## src/rtl/mem_port_arbiter.sv

```systemverilog
// Two-master arbiter for the MEM-stage data RAM port: CPU priority with a DMA starvation guard.
// Optional MEM_ARB_STATS_EN adds stall-cycle and DMA-transfer counters.
module mem_port_arbiter #(
  parameter int unsigned STARVE_LIMIT = 4,
  parameter int unsigned CNT_W        = 4
) (
  input  logic        clk,
  input  logic        CLR,
  input  logic        cpu_req,
  input  logic        cpu_we,
  input  logic [31:0] cpu_addr,
  input  logic [31:0] cpu_wdata,
  input  logic        cpu_byte,
  input  logic        cpu_half,
  input  logic        cpu_uext,
  output logic        cpu_gnt,
  output logic        cpu_stall,
  output logic [31:0] cpu_rdata,
  output logic        cpu_rvalid,
  input  logic        dma_req,
  input  logic        dma_we,
  input  logic [31:0] dma_addr,
  input  logic [31:0] dma_wdata,
  input  logic        dma_byte,
  input  logic        dma_half,
  input  logic        dma_uext,
  output logic        dma_gnt,
  output logic [31:0] dma_rdata,
  output logic        dma_rvalid,
  output logic [31:0] ram_addr,
  output logic [31:0] ram_wdata,
  output logic        ram_we,
  output logic        ram_byte,
  output logic        ram_half,
  output logic        ram_uext,
  input  logic [31:0] ram_rdata
`ifdef MEM_ARB_STATS_EN
  ,
  output logic [31:0] stat_stall,
  output logic [31:0] stat_dma
`endif
);

  typedef enum logic {CPU_PRI, DMA_FORCE} state_t;

  localparam logic [CNT_W-1:0] LIMIT = CNT_W'(STARVE_LIMIT);

  state_t           state;
  logic [CNT_W-1:0] wcnt;
  logic [CNT_W-1:0] wcnt_nxt;

  always_comb begin
    cpu_gnt = 1'b0;
    dma_gnt = 1'b0;
    if (!CLR) begin
      case (state)
        CPU_PRI: begin
          cpu_gnt = cpu_req;
          dma_gnt = dma_req & ~cpu_req;
        end
        DMA_FORCE: begin
          dma_gnt = dma_req;
        end
        default: begin
          cpu_gnt = 1'b0;
          dma_gnt = 1'b0;
        end
      endcase
    end
    cpu_stall = cpu_req & ~cpu_gnt;
  end

  always_comb begin
    ram_addr  = '0;
    ram_wdata = '0;
    ram_we    = 1'b0;
    ram_byte  = 1'b0;
    ram_half  = 1'b0;
    ram_uext  = 1'b0;
    if (cpu_gnt) begin
      ram_addr  = cpu_addr;
      ram_wdata = cpu_wdata;
      ram_we    = cpu_we;
      ram_byte  = cpu_byte;
      ram_half  = cpu_half;
      ram_uext  = cpu_uext;
    end else if (dma_gnt) begin
      ram_addr  = dma_addr;
      ram_wdata = dma_wdata;
      ram_we    = dma_we;
      ram_byte  = dma_byte;
      ram_half  = dma_half;
      ram_uext  = dma_uext;
    end
  end

  // Wait counter saturates so a long CPU burst cannot wrap it past the limit.
  always_comb begin
    wcnt_nxt = wcnt;
    if (!dma_req || dma_gnt)
      wcnt_nxt = '0;
    else if (wcnt < LIMIT)
      wcnt_nxt = wcnt + 1'b1;
  end

  always_ff @(posedge clk) begin
    if (CLR) begin
      state      <= CPU_PRI;
      wcnt       <= '0;
      cpu_rvalid <= 1'b0;
      dma_rvalid <= 1'b0;
      cpu_rdata  <= '0;
      dma_rdata  <= '0;
`ifdef MEM_ARB_STATS_EN
      stat_stall <= '0;
      stat_dma   <= '0;
`endif
    end else begin
      wcnt <= wcnt_nxt;
      case (state)
        CPU_PRI:   if (wcnt_nxt == LIMIT) state <= DMA_FORCE;
        DMA_FORCE: if (!dma_req || dma_gnt) state <= CPU_PRI;
        default:   state <= CPU_PRI;
      endcase
      cpu_rvalid <= cpu_gnt & ~cpu_we;
      dma_rvalid <= dma_gnt & ~dma_we;
      if (cpu_gnt && !cpu_we) cpu_rdata <= ram_rdata;
      if (dma_gnt && !dma_we) dma_rdata <= ram_rdata;
`ifdef MEM_ARB_STATS_EN
      if (cpu_stall) stat_stall <= stat_stall + 32'd1;
      if (dma_gnt)   stat_dma   <= stat_dma + 32'd1;
`endif
    end
  end

endmodule

```

## config.mk

```make
export PLATFORM = sky130hd
export DESIGN_NAME = mem_port_arbiter
export DESIGN_NICKNAME = d
export VERILOG_FILES = /design/src/rtl/mem_port_arbiter.sv
export SDC_FILE = /design/constraint.sdc
export NUM_CORES = 1
export LEC_CHECK = 0
export ABC_AREA = 1
export CORE_AREA = 2 2 121 123
export CTS_BUF_LIST = sky130_fd_sc_hd__clkbuf_4 sky130_fd_sc_hd__clkbuf_8
export CTS_CLUSTER_SIZE = 20
export DETAILED_ROUTE_END_ITERATION = 16
export DIE_AREA = 0 0 123 125
export DONT_BUFFER_PORTS = 1
export GPL_TIMING_DRIVEN = 0
export PLACE_DENSITY = 0.41
export RECOVER_POWER = 50
export SETUP_SLACK_MARGIN = 0.05
export SYNTH_ARGS = -nofsm -noshare
export SYNTH_HDL_FRONTEND = slang
export SYNTH_SLANG_ARGS = --single-unit
```

## constraint.sdc

```tcl
create_clock -name clk -period 1.74 [get_ports clk]
set_input_delay 0.348 -clock clk [delete_from_list [all_inputs] [get_ports clk]]
set_output_delay 0.348 -clock clk [all_outputs]
set_load 0.05 [all_outputs]
```

## Yosys cells after proc, flatten, opt, wreduce, memory -nomap -nowiden

Cells that the tools add are included.

- Bits of input ports: 172
- Output and inout bits: 137
- Bits in registers: 71

- Order comparisons: 1
- Bitwise operators: 9
- Multiplexer cells: 21
- Add/sub/neg operators: 1
- Reduce and logical (&&, ||, !) cells: 6
- Equal/unequal tests: 1

Operators by type and width:

| cell | count |
|---|---|
| 2-to-1 mux 32 bit | 4 |
| 2-to-1 mux 1 bit | 13 |
| 2-to-1 mux 4 bit | 2 |
| inverter 1 bit | 5 |
| adder 4 x 1 -> 4 bit, second input constant | 1 |
| bitwise AND 1 bit | 4 |
| equality test 4 x 3 -> 1 bit, second input constant | 1 |
| < comparator 4 x 3 -> 1 bit, second input constant | 1 |
| one-hot mux 1 bit (2 select lines) | 2 |
| logical NOT 1 bit | 3 |
| logical AND 1 bit | 2 |
| logical OR 1 bit | 1 |

## Depth between registers and ports, before layout

- Depth after elaboration: 9
- Mapped depth: 8
- Gate-level depth less buffers: 7

## Least setup slack after synthesis

No wires, ideal clock.

- Path type: input -> output
- From: input port dma_req
- To: output port ram_we
- Path slack: -0.280 ns
- Required time: 1.392 ns
- Stages on the path: 4
- Data arrival time: 1.672 ns
- Cell sequence: inv_1 -> nor2_4 -> nand2_2 -> o21ai_0

- Word-level cells in the longest chain between the ends: 5

Ends and longest elaborated chain:

| what | RTL line | source |
|---|---|---|
| from (decl) | 20 | `input logic dma_req,` |
| bitwise AND 1 bit | 59 | `dma_gnt = dma_req & ~cpu_req;` |
| one-hot mux 1 bit (2 select lines) (*) | 56 | `case (state)` |
| 2-to-1 mux 1 bit (*) | 55 | `if (!CLR) begin` |
| 2-to-1 mux 1 bit (*) | 87 | `end else if (dma_gnt) begin` |
| 2-to-1 mux 1 bit (*) | 80 | `if (cpu_gnt) begin` |
| to (decl) | 32 | `output logic ram_we,` |

Mark *: on every way between the ends. The rest lies on a longest branch, timed or not.

## Worst setup path in the final report

- From: register state
- To: output port ram_addr[29]

- Word-level cells in the longest chain between the ends: 5
- Elaborated cells on any way between the ends: 7

Ends and longest elaborated chain:

| what | RTL line | source |
|---|---|---|
| from (decl) | 48 | `state_t state;` |
| from (signal assigned) | 108 | `state <= CPU_PRI;` |
| from (signal assigned) | 121 | `CPU_PRI: if (wcnt_nxt == LIMIT) state <= DMA_FORCE;` |
| from (signal assigned) | 122 | `DMA_FORCE: if (!dma_req \|\| dma_gnt) state <= CPU_PRI;` |
| inverter 1 bit | -- |  |
| one-hot mux 1 bit (2 select lines) | 56 |  |
| 2-to-1 mux 1 bit | 55 |  |
| 2-to-1 mux 32 bit | 87 |  |
| 2-to-1 mux 32 bit (*) | 80 |  |
| to (decl) | 30 | `output logic [31:0] ram_addr,` |

Marked as above.

==> flow_summary.ini <==
[outcome]
outcome = finished, violations left
violations = negative setup slack

[timing]
final.setup.tns_ns = -9.48
worst_slew_pin_slew_ns = 0.611
fin_ws_ns = -0.187
fin_worst_skew_ns = 0.00854
slew_violations = 0
rsz0062_at_grt = true
fmax_mhz = 519
relSlewSlack_pct = 59.2
finalCriticalPeriod_ns = 1.93
hold_viol_final = 0
finalSetupViolations = 68
post-route-period-util_pct = 111

[critical_path]
end_kind = primary output
worstPathMaxFanout = 6
arrival_ns = 1.58
required_ns = 1.39
critPathLaunchType = register
crit_type = register to primary output

[global_route]
grt_pass1_wl_mm = 20.5
grtUsageTotal_pct = 18.4
antenna_found_initial = 1
grt_pass1_vias = 3117
grt_max_degree = 13
globalRouteOverflowTotal = 0

[cts]
clock-sinks = 71
insertion_delay_ns = 0.34
postCtsHoldBufs = 0
cts-root-buf = clkbuf_8
cts_tree = built
cts_buffers = 9
clk_pin_slew_ns = 0.08
max-clock-path-buffers = 2
htreeDepth = 3

[synthesis]
synth_cell_type_count = 20
syn_area_per_cell_um2 = 8.00
synth_nets = 580
synth_cells = 407
synth_area_leaders = dfxtp_1, a22o_1, nand2_1
syn_area_um2 = 3250
yosys.area.top_type = dfxtp_1
yosysTopAreaCellShare_pct = 43.7
ys_ff_latch = 71
yosys_warnings = 0
synth.yosys.seq_area_share_pct = 43.7

[finish]
area_growth_pct = 40.0
final_core_util_pct = 32.1
layout.cells.most_common = nand2_1
final_cell_mix = nand2_1, dfxtp_1, a22o_4, a21oi_1, nand3_1
stdcell_count = 621
drive_gt1_share_pct = 31.4
nNetsFinal = 604
fillerInstances = 1515

[run]
maxCapViolations = 0

[routing]
avgViaCountPerCell = 4.92
vias = 3055
wl_per_cell_um = 24.0
drc = 0
drt_iter0_markers = 136
ant_nets = 0
dr.pass1.iters = 6
drt-total-wl_mm = 14.9

[placed_design]
dp.cells = 591
portBuffers = 0
place_ws_ns = -0.283
place.gp.congestion = 0.783
detailed_place_hpwl_mm = 12.1

[power]
ir_drop_mv = 0.577
leakage_nw = 2.00
powerDensity_nw_per_um2 = 967

[floorplanning]
die_x_um = 123
die_h_um = 125
rows = 44
ioPinCount = 309
core-area_um2 = 14200
initial_utilization_pct = 22.9
dieArea_um2 = 15400

[hold_path]
min_path_type = primary input to register
## layout make-up
cell class | count | area (µm²) | area share [%]
Antenna cell | 1 | 2.50 | 0.0549
Buffer | 33 | 310 | 6.81
Clock buffer | 10 | 131 | 2.88
Clock inverter | 6 | 109 | 2.39
Inverter | 12 | 52.6 | 1.15
Multi-Input combinational cell | 291 | 2140 | 46.9
Sequential cell | 71 | 1420 | 31.2
Tap cell | 184 | 230 | 5.05
Timing Repair Buffer | 13 | 161 | 3.54
## path summary, 6_finish.rpt
path	depth (start not counted)	endpoint	slack, ns	start
hold reg to reg	2	wcnt[3]	0.52	wcnt[3]
hold / removal	2	cpu_rdata[13]	0.11	ram_rdata[13]
setup reg to reg	9	cpu_rdata[9]	0.37	state
setup / recovery	7	ram_addr[29]	-0.19	state
## report_power, final
part,internal [mW],total (mW),switching [mW]
Clock,0.966,1.58,0.611
Combinational,0.290,0.900,0.609
Sequential,1.68,1.93,0.247
Total,2.94,4.41,1.47
## per-layer routing
metal  GRT usage, %  wire length, µm  vias to the layer above
li1               -                -                     1448
met1           20.3             5520                     1430
met2           32.1             7600                      164
met3           8.12             1630                       13
met4           4.41              183                        0
met5              0                0                        -
## critical path, cell delays in order (launching register included)
cell	delay [ns]
dfxtp_2	0.34
inv_2	0.05
nand2_4	0.10
nor2_8	0.06
buf_8	0.14
buf_8	0.13
buf_6	0.11
a22o_4	0.30
## kinds of logic after synthesis
family	count (synthesis)	synth area share, %
adders and majority gates	1	0.384
buffers and inverters	45	7.84
DFF	71	43.7
and+or+nand+nor	188	24.7
AOI/OAI and AO/OA	102	23.4
## metrics by stage
stage	hold WS [ns]	area (µm²)	total power, mW
floorplan	0.458	3270	2.57
global placement	0.463	3500	2.69
detailed placement	0.464	3500	2.69
CTS	0.0856	4400	4.43
global route	0.0893	4560	4.58
finish	0.112	4560	4.41
## cell usage after synthesis, drive strengths merged
cell / instances
o21ai: 1
dfxtp: 71
nor2: 10
nand3: 35
a22o: 67
inv: 12
a21oi: 34
buf: 30
clkbuf: 3
nand2: 143
ha: 1
## timing repair
action                                  4_1_cts  5_1_grt
buffers inserted                              7        3
gates cloned                                  0        3
gates resized for setup                     145       14
endpoints found under the setup margin       71       69
pin swaps                                     8       12
## flip-flops by register name, indices dropped and copies added (netlist names)
register / cells
cpu_rdata: 32
cpu_rvalid: 1
dma_rdata: 32
dma_rvalid: 1
state: 1
wcnt: 4
No activity file was read; power rests on OpenSTA's default activity.
